## config.mk

```make
export PLATFORM = sky130hd
export DESIGN_NAME = adder_nibble_seq
export DESIGN_NICKNAME = d
export VERILOG_FILES = /design/src/rtl/adder_nibble_seq.sv
export SDC_FILE = /design/constraint.sdc
export NUM_CORES = 1
export LEC_CHECK = 0
export ABC_AREA = 1
export CORE_AREA = 2 2 78 80
export CTS_BUF_LIST = sky130_fd_sc_hd__clkbuf_16
export DETAILED_ROUTE_END_ITERATION = 8
export DIE_AREA = 0 0 80 82
export PLACE_DENSITY_LB_ADDON = 0.3
export REMOVE_ABC_BUFFERS = 1
export SETUP_SLACK_MARGIN = 0.2
export SLEW_MARGIN = 25
export SYNTH_ARGS = -nofsm -noshare
export SYNTH_HDL_FRONTEND = slang
export SYNTH_SLANG_ARGS = --single-unit
```

## constraint.sdc

```tcl
create_clock -name clk -period 9 [get_ports clk]
set_input_delay 2.25 -clock clk [delete_from_list [all_inputs] [get_ports clk]]
set_output_delay 2.25 -clock clk [all_outputs]
set_load 0.03 [all_outputs]
```

## src/rtl/adder_nibble_seq.sv

```systemverilog
// rtl/adder_nibble_seq.sv - multi-cycle W-bit adder built from one 4-bit adder stage
//
// Adds two NIBBLES*4-bit operands one nibble per clock through a single
// 4-bit adder, carrying between nibbles in a register.
// Optional subtract mode is enabled by defining ADDER_NIBBLE_SEQ_SUB_EN.
//
// Ports:
//   clk    - system clock, rising edge
//   reset  - synchronous active-high reset, dominant over start
//   start  - request, accepted in IDLE or DONE
//   sub    - (ADDER_NIBBLE_SEQ_SUB_EN only) subtract a-b, sampled with start
//   a, b   - operands, latched on the accepted start
//   busy   - high while nibbles are being processed
//   done   - one-cycle pulse, sum/cout/zero valid
//   sum    - result modulo 2^W, held until the next accepted start
//   cout   - carry out of the top nibble (NOT borrow when subtracting)
//   zero   - high when sum == 0
module adder_nibble_seq #(
  parameter int NIBBLES = 4,
  localparam int W = 4 * NIBBLES
) (
  input  logic         clk,
  input  logic         reset,
  input  logic         start,
`ifdef ADDER_NIBBLE_SEQ_SUB_EN
  input  logic         sub,
`endif
  input  logic [W-1:0] a,
  input  logic [W-1:0] b,
  output logic         busy,
  output logic         done,
  output logic [W-1:0] sum,
  output logic         cout,
  output logic         zero
);

  localparam int IW = (NIBBLES > 1) ? $clog2(NIBBLES) : 1;

  typedef enum logic [1:0] {
    S_IDLE = 2'd0,
    S_RUN  = 2'd1,
    S_DONE = 2'd2
  } state_t;

  state_t         state, state_n;
  logic [W-1:0]   op_a, op_b;
  logic [W-1:0]   sum_r, sum_next;
  logic           cout_r, zero_r;
  logic           carry;
  logic [IW-1:0]  idx;
  logic [3:0]     nib_a, nib_b;
  logic [4:0]     add_res;
  logic           accept;
  logic           last;
  logic           sub_sel;

  function automatic logic [4:0] adder_4bit(input logic [3:0] x,
                                            input logic [3:0] y,
                                            input logic       cin);
    return {1'b0, x} + {1'b0, y} + {4'b0000, cin};
  endfunction

`ifdef ADDER_NIBBLE_SEQ_SUB_EN
  assign sub_sel = sub;
`else
  assign sub_sel = 1'b0;
`endif

  assign accept = start && (state == S_IDLE || state == S_DONE);
  assign last   = (idx == IW'(NIBBLES - 1));

  // Select the active nibble, add it with the held carry, and splice the
  // result into a copy of the sum so the final zero test sees the new nibble.
  always_comb begin
    nib_a    = 4'h0;
    nib_b    = 4'h0;
    sum_next = sum_r;
    for (int i = 0; i < NIBBLES; i++) begin
      if (idx == IW'(i)) begin
        nib_a = op_a[i*4 +: 4];
        nib_b = op_b[i*4 +: 4];
      end
    end
    add_res = adder_4bit(nib_a, nib_b, carry);
    for (int i = 0; i < NIBBLES; i++) begin
      if (idx == IW'(i)) begin
        sum_next[i*4 +: 4] = add_res[3:0];
      end
    end
  end

  always_ff @(posedge clk) begin
    if (reset) begin
      state <= S_IDLE;
    end else begin
      state <= state_n;
    end
  end

  always_comb begin
    state_n = state;
    case (state)
      S_IDLE:  if (start) state_n = S_RUN;
      S_RUN:   if (last)  state_n = S_DONE;
      S_DONE:  state_n = start ? S_RUN : S_IDLE;
      default: state_n = S_IDLE;
    endcase
  end

  always_ff @(posedge clk) begin
    if (reset) begin
      op_a   <= '0;
      op_b   <= '0;
      sum_r  <= '0;
      cout_r <= 1'b0;
      zero_r <= 1'b0;
      carry  <= 1'b0;
      idx    <= '0;
    end else if (accept) begin
      // Subtraction is a + ~b + 1: invert b once here and seed the carry.
      op_a  <= a;
      op_b  <= sub_sel ? ~b : b;
      carry <= sub_sel;
      idx   <= '0;
    end else if (state == S_RUN) begin
      sum_r <= sum_next;
      carry <= add_res[4];
      idx   <= idx + IW'(1);
      if (last) begin
        cout_r <= add_res[4];
        zero_r <= (sum_next == '0);
      end
    end
  end

  assign busy = (state == S_RUN);
  assign done = (state == S_DONE);
  assign sum  = sum_r;
  assign cout = cout_r;
  assign zero = zero_r;

endmodule

```

# After elaboration in Yosys (flattened, before gate mapping)
# Cells that the tools add are included.
[word_totals] output_inout_bits=20 latchBits=0 elab_cells=44 in_bits=35 rom_bits=0 mem_bits_rw=0 mem_count=0 register_bits=55
[op_classes] reduce_logical=9 shifts=0 eq_ne=7 n_mux=16 n_mul=0 n_addsub=3 bitwise=1 n_lt_le_gt_ge=0 div=0
[ops] operator="$mux 4" n=12
[ops] operator="$logic_not 16->1" n=1
[ops] operator="$eq 2x2->1 const B" n=3
[ops] operator="$pmux 2 s3" n=1
[ops] operator="$add 4x4->5" n=1
[ops] operator="$add 5x1->5" n=1
[ops] operator="$eq 2x1->1 const B" n=2
[ops] operator="$logic_not 2->1" n=2
[ops] operator="$mux 2" n=2
[ops] operator="$reduce_and 2->1" n=2
[ops] operator="$reduce_and 3->1" n=1
[ops] operator="$add 2x1->2 const B" n=1
[ops] operator="$ne 2x1->1 const B" n=1
[ops] operator="$ne 2x2->1 const B" n=1
[ops] operator="$reduce_or 2->1" n=1
[ops] operator="$logic_and 1x1->1" n=1
[ops] operator="$logic_or 1x1->1" n=1
[ops] operator="$mux 1" n=1
[ops] operator="$not 1->1" n=1

# Depth between registers and ports, before layout
# Gate-level depths: netlist (run 1).
[logic_depth] depth_word=9 ltp_mapped=21 mapped_depth_nobuf=21

# Worst setup path before layout (run 1)
# No wires, ideal clock.
[synth_timing] path_type="reg-to-output" start="reg state[0]" end="out busy" stages_incl_launch_ff=4 slack_ps=5747 arrival_ps=1003 t_required_ps=6750 path_cell_list="dfxtp_1 -> inv_1 -> nor2_4 -> buf_1"
[synth_between] elab_chain_len=1
[synth_lines] element="start: declaration" line="45" source="state_t state, state_n;"
[synth_lines] element="start signal: assignment" line="96" source="state <= state_n;"
[synth_lines] element="$eq 2x1->1" line="136" source="assign busy = (state == S_RUN);"
[synth_lines] element="end: declaration" line="30" source="output logic busy,"
# No other way between the ends.

# Worst setup path in the final report (run 1)
# Ends and elaborated chain as after synthesis.

==> run_results.csv, run 1 <==
group,metric,value,unit
status,outcome,"complete, no violations",
timing,fin_tns_setup,0,ns
worst_setup_path,critPathLaunchType,"flop",
synth,yosys-top-cells-area,"dfxtp_1 43%, nor2_1 12%, o21ai_0 12%, nand2_1 7.7%, inv_1 4.2%",
timing,fmax,239.3,MHz
placed_design,dp_hpwl,4.179,mm
drt,wl_per_cell,12.16,um
synth,synth_top_area_share,42.55,%
worst_hold_path,hold_class,"reg2reg",
clock_network,cts_buffers,5,
timing,fin_worst_skew,0.005409,ns
final_layout,syn_to_final_growth,27.22,%
drt,vias,2423,
final_layout,layout_common_cells,"85 x nor2_1, 60 x o21ai_0, 55 x dfxtp_1",
pwr,ir_drop,92.51,uV
global_routing,antenna_found_initial,0,
timing,rsz0062_at_grt,"no",
synth,synth_area,2587,um^2
drt,wirelength,5.948,mm
worst_setup_path,critPathArrivalTime,1.93,ns
timing,hold_violations,0,
pwr,finalPower,607.1,uW
floorplanning,ioPinCount,55,
synth,yosysWarnings,0,
global_routing,grt_pass1_vias,2152,
floorplanning,start_util,45.03,%
floorplanning,die_y,82,um
pwr,clock_power_share,30.2,%
floorplanning,rows,28,
floorplanning,die_x,80,um
final_layout,final_layout_size_suffix_gt1_share,4.589,%
drt,ant_nets,0,
worst_setup_path,required,6.75,ns
clock_network,cts_setup_buffers,0,
pwr,leakagePower,1.465,nW
pwr,combPwrFrac,24.9,%
synth,synth_top_area_cell,"dfxtp_1",
run,cap_violations,0,
clock_network,cts_max_path_buffers,2,
placed_design,io_buffers,54,
synth,ys_types,21,
clock_network,cts.sinks,55,
timing,fin_ws,4.821,ns
clock_network,cts_tree,"yes",
worst_setup_path,cp_max_fo,26,
floorplanning,die_area,6560,um^2
clock_network,ctsHoldBuffers,0,
synth,synth_seq_area_share,42.55,%
clock_network,cts_resized,0,
global_routing,grt_max_degree,46,
timing,min_period_over_period,46.43,%
drt,drtPass1Iterations,4,
timing,tightest_slew,0.9095,ns
timing,relSlewSlack,39.30,%
final_layout,diodes,0,
worst_setup_path,crit_type,"reg2out",
synth,synth_cells,369,
drt,drt_iter0_drc,121,
final_layout,stdcell_area,3292,um^2
timing,setup_violations,0,
clock_network,worstSkewPairLatency,0.29,ns
timing,fin_crit,4.179,ns
worst_setup_path,end_kind,"output port",
pwr,power.share.sequential,44.9,%
placed_design,dp_slack,4.745,ns
synth,ys_ff_latch,55,
timing,timing.hold.ws,0.4624,ns
placed_design,placed_cell_area,3156,um^2
clock_network,htreeDepth,2,
pwr,pwr_density_cell,184.4,nW/um^2
synth,avgSynthCellArea,7.012,um^2
drt,drc,0,
clock_network,root_buffer,"clkbuf_16",
placed_design,place_congestion,0.8694,
final_layout,final_common_cell,"nor2_1",
global_routing,grt.total_usage,18.98,%
pwr,swShare,30.46,%
timing,drv_slew,0,
global_routing,grt-ovfl-total,0,
pwr,p_int,422.2,uW
final_layout,nets,457,
pwr,p_sw,184.9,uW
floorplanning,core_area,5746,um^2
clock_network,clk_pin_slew,0.07,ns
drt,viasPerCell,4.955,
global_routing,grt_pass1_wl,9.604,mm
routing by layer:
| layer | track usage [%] | up-vias | share of wire [%] |
|---|---|---|---|
| met5 | 0 | - | 0 |
| li1 | - | 1279 | - |
| met3 | 3.846 | 5 | 5.1 |
| met4 | 6.441 | 0 | 0.94 |
| met2 | 33.75 | 66 | 48 |
| met1 | 22.86 | 1073 | 46 |
power by group through the flow:
stage          Sequential [mW]  Clock (mW)  Combinational (mW)
2_1_floorplan            0.286           0              0.0879
3_3_place_gp             0.278           0               0.148
3_5_place_dp             0.278           0               0.151
4_1_cts                  0.273       0.186               0.152
5_1_grt                  0.275       0.197               0.171
6_report                 0.273       0.183               0.151
metrics by stage:
stage	utilization, %	instances
finish	57.30	489
global route	57.30	489
CTS	57.30	489
detailed placement	54.92	481
global placement	54.92	481
floorplan	-	351
area by class of cell:
class / instances / area (um^2)
Multi-Input combinational cell: 262 / 1285
Fill cell: 588 / 2454
Inverter: 34 / 127.6
Clock buffer: 5 / 125.1
Tap cell: 75 / 93.84
Timing Repair Buffer: 55 / 548.0
Sequential cell: 55 / 1101
Clock inverter: 3 / 11.26
cells in the mapped netlist:
cell type  number
fa_1            2
clkbuf_1       12
nand3_1        14
o211ai_1        3
nor2_1         85
inv_2           5
dfxtp_1        55
buf_2           5
buf_1           1
a21oi_1        18
ha_1            7
nor2_4          3
o21bai_1        1
or2_2           3
o21ai_0        60
nand2_1        53
a221oi_1        2
inv_1          29
a31oi_1         2
a22oi_1         8
nor2_2          1
sequential cells by signal, summed over array words and instances (netlist names):
register	count
state	2
zero	1
op_a	16
sum	16
idx	2
op_b	16
cout	1
carry	1
critical path, cell delays in order (launching register included):
cell and delay, ns:
dfxtp_1 0.33, inv_1 0.07, nor2_4 0.45, clkdlybuf4s50_1 0.78
path summary, 6_finish.rpt:
check / from / endpoint / slack [ns] / cells after the start
setup / recovery: state[0] / busy / 4.82 / 3
hold reg to reg: op_b[9] / op_b[9] / 0.46 / 2
hold / removal: op_b[9] / op_b[9] / 0.46 / 2
setup reg to reg: idx[1] / zero / 5.47 / 20
logic make-up (layout without fill, tap and decap cells):
kind of cell	count (synthesis)	count (layout)	share of synthesized area, %
flip-flops	55	55	42.55
adder cells (fa/ha/maj)	9	9	4.932
AND/OR/NAND/NOR	159	159	25.00
buffers and inverters	52	97	7.785
AO/OA/AOI/OAI	94	94	19.73
No activity file was read; power rests on OpenSTA's default activity.
==> run 2: changes to the inputs <==
clock period = 4.2 ns   (was 9 ns; I/O delays follow)
==> run 2 against run 1 <==
  * Total power grew 110%
  * Utilization grew 0.28 points
  * Sequential share of layout area shrank 0.16 points
  * Critical path depth grew 17
  * Flip-flop and latch count is the same
  * Critical path type is now reg2reg
==> run_results.csv, run 2 (synthesized netlist as in run 1, its figures left out) <==
group,metric,value,unit
final_layout,final_layout_size_suffix_gt1_share,5.048,%
drt,drc,0,
clock_network,ctsHoldBuffers,0,
clock_network,worstSkewPairLatency,0.29,ns
pwr,leakagePower,1.482,nW
floorplanning,die_x,80,um
drt,ant_nets,0,
drt,wl_per_cell,12.20,um
final_layout,layout_common_cells,"85 x nor2_1, 60 x o21ai_0, 55 x dfxtp_1",
worst_setup_path,end_kind,"flop",
final_layout,fillCellCount,569,
worst_setup_path,critPathArrivalTime,3.65,ns
pwr,ir_drop,196.4,uV
timing,drv_slew,0,
floorplanning,die_area,6560,um^2
drt,drtPass1Iterations,5,
worst_setup_path,critPathLaunchType,"flop",
final_layout,syn_to_final_growth,27.85,%
worst_setup_path,cp_max_fo,15,
timing,fin_tns_setup,0,ns
worst_hold_path,hold_class,"reg2reg",
worst_setup_path,path_buf_inv,3,
pwr,pwr_density_cell,393.5,nW/um^2
timing,relSlewSlack,41.81,%
timing,tightest_slew,0.8719,ns
timing,hold_violations,0,
drt,viasPerCell,5.033,
final_layout,diodes,0,
drt,drt_iter0_drc,133,
clock_network,cts_resized,0,
clock_network,cts.sinks,55,
clock_network,root_buffer,"clkbuf_16",
worst_setup_path,required,4.41,ns
floorplanning,ioPinCount,55,
final_layout,nets,459,
global_routing,grt_pass1_wl,10.26,mm
timing,fin_ws,0.7599,ns
worst_setup_path,path_common_cell,"nand2_1",
placed_design,dp_hpwl,4.438,mm
global_routing,grt-ovfl-total,0,
drt,wirelength,5.989,mm
timing,fin_crit,3.440,ns
floorplanning,rows,28,
global_routing,grt_max_degree,37,
floorplanning,start_util,45.03,%
clock_network,cts_max_path_buffers,2,
worst_setup_path,crit_type,"reg2reg",
run,cap_violations,0,
clock_network,clk_pin_slew,0.07,ns
global_routing,grt.total_usage,19.85,%
timing,setup_violations,0,
worst_setup_path,critPathTopFamily,"adder cells",
placed_design,io_buffers,54,
placed_design,place_congestion,0.8774,
timing,fmax,290.7,MHz
status,outcome,"complete, no violations",
clock_network,htreeDepth,2,
clock_network,cts_buffers,5,
timing,min_period_over_period,81.91,%
clock_network,cts_tree,"yes",
timing,fin_worst_skew,0.003060,ns
global_routing,grt_pass1_vias,2280,
final_layout,final_common_cell,"nor2_1",
floorplanning,core_area,5746,um^2
placed_design,dp_slack,0.8380,ns
global_routing,antenna_found_initial,0,
clock_network,cts_setup_buffers,0,
worst_setup_path,cpPeakStageDelay,0.58,ns
timing,rsz0062_at_grt,"no",
floorplanning,die_y,82,um
drt,vias,2471,
worst_setup_path,crit_slowest_cell,"fa_1",
worst_setup_path,path_cells,"inv_1 -> ha_1 -> nor2_2 -> a22oi_1 -> nand2_1 -> o21ai_0 -> a21oi_1 -> fa_1 -> inv_1 -> fa_1 -> inv_1 -> nand2_1 -> nand2_1 -> nor2_1 -> nand2_1 -> nor2_1 -> nand3_1 -> nor2_1 -> nand2_1 -> a21oi_1",
-- run 2: cell types whose count changed in the layout (fill, tap and decap cells not counted), sizes merged --
cell | previous run | this run
buf | 1 | 3
clkinv | 2 | 1
inv | 35 | 36
-- run 2: stage by stage --
stage / area, um^2 / util (%) / power (mW) / hold slack, ns / cells
after floorplan: 2514 / - / 0.8015 / 0.4318 / 351
after global placement: 3171 / 55.18 / 0.9122 / 0.4488 / 483
after detailed placement: 3171 / 55.18 / 0.9210 / 0.4529 / 483
after CTS: 3308 / 57.58 / 1.306 / 0.4634 / 491
after global routing: 3308 / 57.58 / 1.372 / 0.5070 / 491
final: 3308 / 57.58 / 1.302 / 0.4570 / 491
-- run 2: final timing paths --
| check | from | endpoint | slack, ns | depth (start not counted) |
|---|---|---|---|---|
| worst max-delay path | idx[1] | zero | 0.76 | 20 |
| worst min-delay path | op_a[9] | op_a[9] | 0.46 | 2 |
| worst max register to register | idx[1] | zero | 0.76 | 20 |
| worst min register to register | op_a[9] | op_a[9] | 0.46 | 2 |
-- run 2: worst reg2reg max path, stage by stage (launching register included) --
cell     delay [ns]
dfxtp_1        0.37
inv_1          0.08
ha_1           0.39
nor2_2         0.38
a22oi_1        0.13
nand2_1        0.09
o21ai_0        0.09
a21oi_1        0.20
fa_1           0.25
inv_1          0.06
fa_1           0.58
inv_1          0.06
nand2_1        0.08
nand2_1        0.06
nor2_1         0.08
nand2_1        0.06
nor2_1         0.08
nand3_1        0.07
nor2_1         0.09
nand2_1        0.06
a21oi_1        0.11
-- run 2: layout make-up --
type / count / area, um^2 / share of cell area [%]
repair buffers: 57 / 563.0 / 17.02
well taps: 75 / 93.84 / 2.837
flip-flops and latches: 55 / 1101 / 33.28
multi-input cells: 262 / 1285 / 38.84
clock inverters: 3 / 12.51 / 0.3782
clock buffers: 5 / 125.1 / 3.782
inverters: 34 / 127.6 / 3.858
-- run 2: power by group --
part / leakage (nW) / switching, mW / total (mW) / internal, mW
Sequential: 0.454 / 0.0248 / 0.587 / 0.562
Clock: 0.0762 / 0.175 / 0.391 / 0.216
Combinational: 0.952 / 0.195 / 0.324 / 0.129
-- run 2: metal layers --
metal | global-route usage (%) | wire, um | up-vias
met2 | 35.58 | 2796 | 85
met1 | 24.52 | 2811 | 1088
li1 | - | - | 1290
met4 | 5.085 | 61 | 0
met3 | 3.736 | 320 | 8
met5 | 0 | 0 | -
==> run 3: changes to the inputs <==
clock period = 3.6 ns   (was 4.2 ns; I/O delays follow)
==> run 3 against run 2 <==
  * Die area unchanged
  * Highest routed layer unchanged
  * Fmax increased by 13%
  * Sequential power increased by 17%
  * Utilization increased by 1.3 points
==> run_results.csv, run 3 (synthesized netlist as in run 1, its figures left out) <==
group,metric,value,unit
timing,relSlewSlack,66.08,%
final_layout,final_layout_size_suffix_gt1_share,6.651,%
timing,fin_crit,3.045,ns
global_routing,grtUsageMet1,24.14,%
drt,drt_iter0_drc,107,
floorplanning,die_area,6560,um^2
worst_setup_path,crit_type,"reg2reg",
worst_hold_path,min_to,"op_b[9]",
clock_network,root_buffer,"clkbuf_16",
final_layout,fin_util,58.86,%
floorplanning,start_util,45.03,%
timing,fin_tns_setup,0,ns
pwr,finalPower,1.595,mW
timing,timing.hold.ws,0.4607,ns
timing,tightest_slew,0.5082,ns
clock_network,ctsHoldBuffers,0,
timing,fmax,328.4,MHz
worst_setup_path,critPathLaunchType,"flop",
worst_hold_path,hold_start,"op_b[9]",
floorplanning,die_y,82,um
final_layout,layout_common_cells,"85 x nor2_1, 60 x o21ai_0, 55 x dfxtp_1",
clock_network,htreeDepth,2,
floorplanning,rows,28,
final_layout,diodes,0,
pwr,ir_drop,213.7,uV
worst_hold_path,hold_class,"reg2reg",
run,cap_violations,0,
drt,wl_per_cell,12.06,um
drt,drc,0,
global_routing,grt_max_degree,37,
final_layout,nets,465,
floorplanning,core_area,5746,um^2
drt,wirelength,5.980,mm
clock_network,cts.sinks,55,
floorplanning,ioPinCount,55,
timing,drv_slew,0,
worst_setup_path,end_kind,"flop",
worst_setup_path,path_buf_inv,4,
drt,drtPass1Iterations,4,
global_routing,grt_pass1_vias,2255,
status,outcome,"complete, no violations",
worst_setup_path,path_common_cell,"nand2_1",
drt,vias,2434,
worst_setup_path,reg2reg_slack,0.55,ns
worst_setup_path,r2r_start,"idx[0]",
timing,fin_worst_skew,0.004439,ns
worst_setup_path,cp.depth,21,
placed_design,dp_hpwl,4.462,mm
worst_setup_path,critPathTopFamily,"adder cells",
worst_setup_path,cp_max_fo,8,
worst_setup_path,critPathArrivalTime,3.26,ns
global_routing,grt_use_met3,4.176,%
final_layout,stdcell_area,3382,um^2
placed_design,place_congestion,0.9184,
global_routing,antenna_found_initial,0,
placed_design,io_buffers,54,
timing,hold_violations,0,
worst_setup_path,required,3.82,ns
placed_design,placed_cell_area,3201,um^2
timing,setup_violations,0,
worst_setup_path,r2r-end,"zero",
clock_network,cts_buffers,5,
worst_setup_path,cpPeakStageDelay,0.56,ns
global_routing,grt-ovfl-total,0,
final_layout,final_common_cell,"nor2_1",
clock_network,cts_max_path_buffers,2,
clock_network,clk_pin_slew,0.07,ns
clock_network,cts_tree,"yes",
pwr,leakagePower,1.518,nW
worst_setup_path,r2r_cells,21,
pwr,pwr_density_cell,471.6,nW/um^2
worst_setup_path,path_cells,"inv_1 -> ha_2 -> inv_1 -> nor2_4 -> a22oi_1 -> nand2_1 -> o21ai_0 -> a21oi_1 -> fa_1 -> inv_1 -> fa_1 -> inv_1 -> nand2_1 -> nand2_1 -> nor2_1 -> nand2_1 -> nor2_1 -> nand3_1 -> nor2_1 -> nand2_1 -> a21oi_1",
worst_setup_path,crit_slowest_cell,"fa_1",
drt,viasPerCell,4.907,
drt,ant_nets,0,
timing,min_period_over_period,84.59,%
global_routing,use_met2,34.75,%
final_layout,syn_to_final_growth,30.71,%
global_routing,grt_busiest_layer,"met2",
timing,rsz0062_at_grt,"no",
global_routing,grt_pass1_wl,10.16,mm
clock_network,worstSkewPairLatency,0.29,ns
global_routing,grt.total_usage,19.77,%
worst_hold_path,hold_depth,2,
floorplanning,die_x,80,um
==> run 3: changes by cell type in the layout (fill, tap and decap cells not counted) <==
| cell | before | now |
|---|---|---|
| ha_2 | 0 | 1 |
| nor2_2 | 1 | 0 |
| ha_1 | 7 | 6 |
| nor2_4 | 3 | 4 |
| bufinv_16 | 0 | 1 |
| clkinv_2 | 1 | 0 |
| buf_4 | 3 | 9 |
| inv_1 | 31 | 30 |
==> run 3: how the worst max path moves through the flow <==
stage	start	end	slack [ns]
3_3_place_gp	idx[0]	zero	0.50
3_5_place_dp	idx[0]	zero	0.38
5_1_grt	idx[0]	zero	0.26
6_report	idx[0]	zero	0.55
2_1_floorplan	idx[1]	zero	0.73
4_1_cts	idx[0]	zero	0.37
==> run 3: cell type report <==
type | count | area [um^2]
timing repair buffer | 63 | 608.1
fill | 584 | 2364
sequential | 55 | 1101
clock buffer | 5 | 125.1
multi-input combinational | 262 | 1292
inverter | 34 | 127.6
clock inverter | 2 | 33.78
tap | 75 | 93.84
==> run 3: layer usage <==
layer / vias to the layer above / wire, um
met3: 7 / 292
li1: 1301 / -
met4: 0 / 87
met5: - / 0
met1: 1059 / 2806
met2: 67 / 2794
==> run 3: timing repair <==
item	CTS	global route
gates resized for setup	0	2
setup endpoints to repair	0	1
setup buffers	0	2
==> run 3: through the flow <==
stage	instances	worst slack, ns
after floorplan	351	0.7312
after global placement	487	0.5002
after detailed placement	487	0.3757
after CTS	494	0.3657
after global routing	496	0.2637
final	496	0.5547
==> run 3: worst min-delay path, delay by kind of cell, from the launching register on <==
kind,cells,cell delay (ns)
compound gates,1,0.06
flops,1,0.30
buf+inv,1,0.06
==> run 3: power breakdown <==
group,switching (mW),internal (mW),total (mW),leakage [nW]
combinational,0.226,0.158,0.384,0.983
clock,0.206,0.322,0.528,0.0811
sequential,0.0282,0.655,0.684,0.454
total,0.460,1.13,1.59,1.52
